**config.mk**
```make
export PLATFORM = sky130hd
export DESIGN_NAME = led_vector_rom
export DESIGN_NICKNAME = d
export VERILOG_FILES = /design/src/rtl/led_check_pkg.sv /design/src/rtl/led_vector_rom.sv
export SDC_FILE = /design/constraint.sdc
export NUM_CORES = 1
export LEC_CHECK = 0
export BUFFER_PORTS_ARGS = -buffer_cell sky130_fd_sc_hd__buf_2
export CORE_AREA = 2 2 39 41
export DETAILED_ROUTE_END_ITERATION = 16
export DIE_AREA = 0 0 41 43
export MAX_ROUTING_LAYER = met4
export PLACE_DENSITY_LB_ADDON = 0.15
export SYNTH_ARGS = -nofsm -noshare
export SYNTH_HDL_FRONTEND = slang
export SYNTH_SLANG_ARGS = --single-unit
```
**constraint.sdc**
```tcl
create_clock -name vclk -period 1.1
set_clock_uncertainty 0.05 [all_clocks]
set_input_delay 0.055 -clock vclk [all_inputs]
set_output_delay 0.055 -clock vclk [all_outputs]
set_load 0.1 [all_outputs]
```
**src/rtl/led_check_pkg.sv**
```systemverilog
// Shared definitions for the LED response checker: FSM encoding, vector width and vector tables.
package led_check_pkg;

  localparam int VEC_W = 10;
  localparam int IDX_W = 4;

  typedef enum logic [2:0] {
    IDLE,
    APPLY,
    SETTLE,
    SAMPLE,
    HOLD,
    DONE
  } state_t;

  function automatic logic [VEC_W-1:0] stim_entry(input logic [IDX_W-1:0] idx);
    logic [VEC_W-1:0] v;
    case (idx)
      4'd0:    v = 10'h000;
      4'd1:    v = 10'h001;
      4'd2:    v = 10'h042;
      4'd3:    v = 10'h175;
      4'd4:    v = 10'h1BA;
      4'd5:    v = 10'h200;
      4'd6:    v = 10'h0AE;
      4'd7:    v = 10'h3FF;
      default: v = 10'h000;
    endcase
    return v;
  endfunction

  // The reference lab DUT echoes SW straight onto LEDR.
  function automatic logic [VEC_W-1:0] exp_entry(input logic [IDX_W-1:0] idx);
    return stim_entry(idx);
  endfunction

endpackage

```
**src/rtl/led_vector_rom.sv**
```systemverilog
// Combinational lookup of the stimulus vector and its expected LEDR response by index.
module led_vector_rom
  import led_check_pkg::*;
(
  input  logic [IDX_W-1:0] idx,
  output logic [VEC_W-1:0] stim,
  output logic [VEC_W-1:0] exp_val
);

  assign stim    = stim_entry(idx);
  assign exp_val = exp_entry(idx);

endmodule

```
# ---- Yosys cells after proc, flatten, opt, wreduce, memory -nomap -nowiden
# Memories as Yosys holds them, arrays and structs flattened.
# Cells that the tools add are included.
dict set report op_classes {
  mul 0
  n_bitwise 0
  n_addsub 0
  magnitude_cmp 0
  n_shift 0
  div 0
  reduce_logical 0
  n_mux 2
  eq_ne 0
}
# operator n
set ops {}
lappend ops {{10-bit two-way mux} 2}
dict set report totals {
  memories 2
  latch_bits 0
  mem_bits_ro 160
  mem_bits_rw 0
  inputBits 4
  register_bits 0
}
# memory depth word_bits rd rd_ports_with_merged_regs wr line_no
set memory_table {}
lappend memory_table {{(name not given)} 8 10 1 0 0 led_check_pkg.sv:18} ;# case (idx)
lappend memory_table {{(name not given)} 8 10 1 0 0 led_check_pkg.sv:18}

# ---- Logic depth before layout (Yosys ltp)
# An unclocked memory read counts as a cell.
dict set report depth {
  word_depth 2
  mapped_depth 5
  depth_no_buf 4
}

# ---- Worst setup path before layout
# No wires, ideal clock.
dict set report synth_timing {
  kind {input to output}
  from {input idx[1]}
  to {output exp_val[7]}
  stages 4
  setup_slack_ps -2228
  arrival_ps 3223
  required_time_ps 995
  path_cell_list {inv_1 > ha_1 > nor3b_1 > buf_4}
}
dict set report synth_between {
  elab_chain_cells 2
}
# element line_no
set synth_lines {}
lappend synth_lines {{start, declared} led_vector_rom.sv:5} ;# input logic [IDX_W-1:0] idx,
lappend synth_lines {{memory read 8 x 10 bit} n/a}
lappend synth_lines {{10-bit two-way mux} led_check_pkg.sv:18}
lappend synth_lines {{end, declared} led_vector_rom.sv:7} ;# output logic [VEC_W-1:0] exp_val
# Every way passes these cells.

# ---- Final worst setup path
dict set report layout_timing {
  from {input idx[0]}
  to {output exp_val[8]}
}
# Same word-level chain as after synthesis.

==> out/metrics.cfg <==
[setup_path]
crit_buf_inv=4
cpPeakStageDelay_ns=0.26
critPathTopFamily=buffers and inverters
end_kind=primary output
path_max_fanout=4
cp.required_ns=1.00
startpoint_type=input port
crit_type=input port to primary output
critPathSlowestCell=ha_4
cp.arrival_ns=0.96
crit_top_cell=buf_12
crit_chain=buf_12 > inv_12 > ha_4 > nand2_4 > a21oi_4 > buf_12 > buf_12

[yosys]
yosysTopAreaCellShare=0.365
postSynthAreaPerCell_um2=7.04
synth.distinct_cells=12
synth_nets=42
netlist_area_um2=246
synth.most_common_cell=buf_4
syn_inst=35
seq_area_frac_synth=0
synthTopCellsByArea=buf_4 37%, ha_1 15%, a21oi_1 8.1%, nand2b_1 7.6%, nor3b_1 6.1%
netlist.top_cell.by_area=buf_4
synth.top_cells.by_count=12 x buf_4, 4 x a21oi_1, 3 x ha_1, 3 x nand2_1, 3 x nand2b_1
synth_warnings=0

[global_routing]
antenna_found_initial=0
grt_pass1_vias=268
grt_pass1_wl_mm=1.19
grt.overflow.total=0
track_usage=0.0974
grt_max_degree=12

[sta]
fmax_mhz=938
fin_crit_sh=0.970
slew_headroom=0.730
period_needed_ns=1.07
whs_ns=0.543
rsz0062_at_grt=no
setup_viol=0
worst_slew_pin_slew_ns=0.405
hold_viol_final=0
drv_slew=0
finalSetupTns_ns=0
setup_slack_ns=0.0335

[detailed_routing]
drtPass1Iterations=1
viasPerCell=4.09
routedWlPerCell_um=11.6
ant_nets=0
routed_wl_um=774
drcViolationCount=0
drt-initial-drc-count=0
vias=274

[run]
maxCapViolations=0

[floorplanning]
dieArea_mm2=0.00176
io_pins=24
die_y_um=43
start_util=0.178
rows=14
coreArea_mm2=0.00138
die_w_um=41

[power]
internal-power_mw=0.259
p_leak_nw=0.349
p_clk_frac=0
swShare=0.631
ir_drop_uv=466
powerDensity_mw_per_mm2=801
p_comb_frac=1.000
power_switching_mw=0.444
seq_power_share=0

[placed_design]
gp_congestion=0.731
detailed_place_hpwl_um=706
dpl_cell_area_um2=841
port_buffers=24
post-place-ws_ns=-0.127

[finish]
fillers=100
multi_input_area_um2=303
layout-drive-gt1-share=0.961
regArea_um2=0
design.seq.count=0
final_cell_area_um2=877
nClkBuffers=0
finalNetCount=60
antennaDiodeCount=0
area_growth_pct=256

[outcome]
outcome=completed

[hold_path]
hp-class=input port to primary output

## path summary, 6_finish.rpt
check                  start         end  slack, ns  cells after the start
worst max-delay path  idx[0]  exp_val[8]       0.03                      7
worst min-delay path  idx[0]     stim[9]       0.54                      5
## what timing repair did
action | 4_1_cts | 5_1_grt
buffers inserted | 0 | 0
pin swaps | 1 | 2
resized for setup | 7 | 2
setup endpoints to repair | 18 | 6
hold buffers | 0 | 0
## cell families (layout without fill, tap and decap cells)
group           Yosys count  after routing  synth area share
buf+inv                  16             32             0.462
compound gates            5              5             0.132
fa+ha+maj                 3              3             0.152
mux                       1              1            0.0406
simple gates             10             10             0.213
## stage by stage
step	power [mW]	cells	utilization
after global routing	0.721	67	0.634
final	0.703	67	0.634
after floorplan	0.555	35	-
after detailed placement	0.689	67	0.608
after CTS	0.703	67	0.627
after global placement	0.682	67	0.608
## layout make-up
cell class | instances | share of cell area
Multi-Input combinational cell | 19 | 0.345
Timing Repair Buffer | 30 | 0.595
Inverter | 2 | 0.0371
Tap cell | 16 | 0.0228
## layer usage
metal  GRT usage  up-vias  share of wire
met4           0        0              0
met5           -        -              0
met1       0.102      125           0.29
li1            -      133              -
met2       0.188       16           0.62
met3      0.0157        0          0.081
## power by group through the flow
stage,clock network (mW),logic (mW),registers [mW]
after floorplan,0,0.555,0
after global placement,0,0.682,0
after detailed placement,0,0.689,0
after CTS,0,0.703,0
after global routing,0,0.721,0
final,0,0.703,0
## cell usage in the layout (no fill, tap or decap)
cell type and count:
a211oi_4 1, a21oi_4 4, buf_12 22, buf_16 1, buf_2 1, buf_4 4, buf_6 1, clkbuf_4 1
ha_4 3, inv_12 2, mux2i_4 1, nand2_1 1, nand2_4 2, nand2b_4 3, nor2_1 1, nor2_4 1
nor3b_4 2
Note: power is estimated with default switching activity, not from simulation.
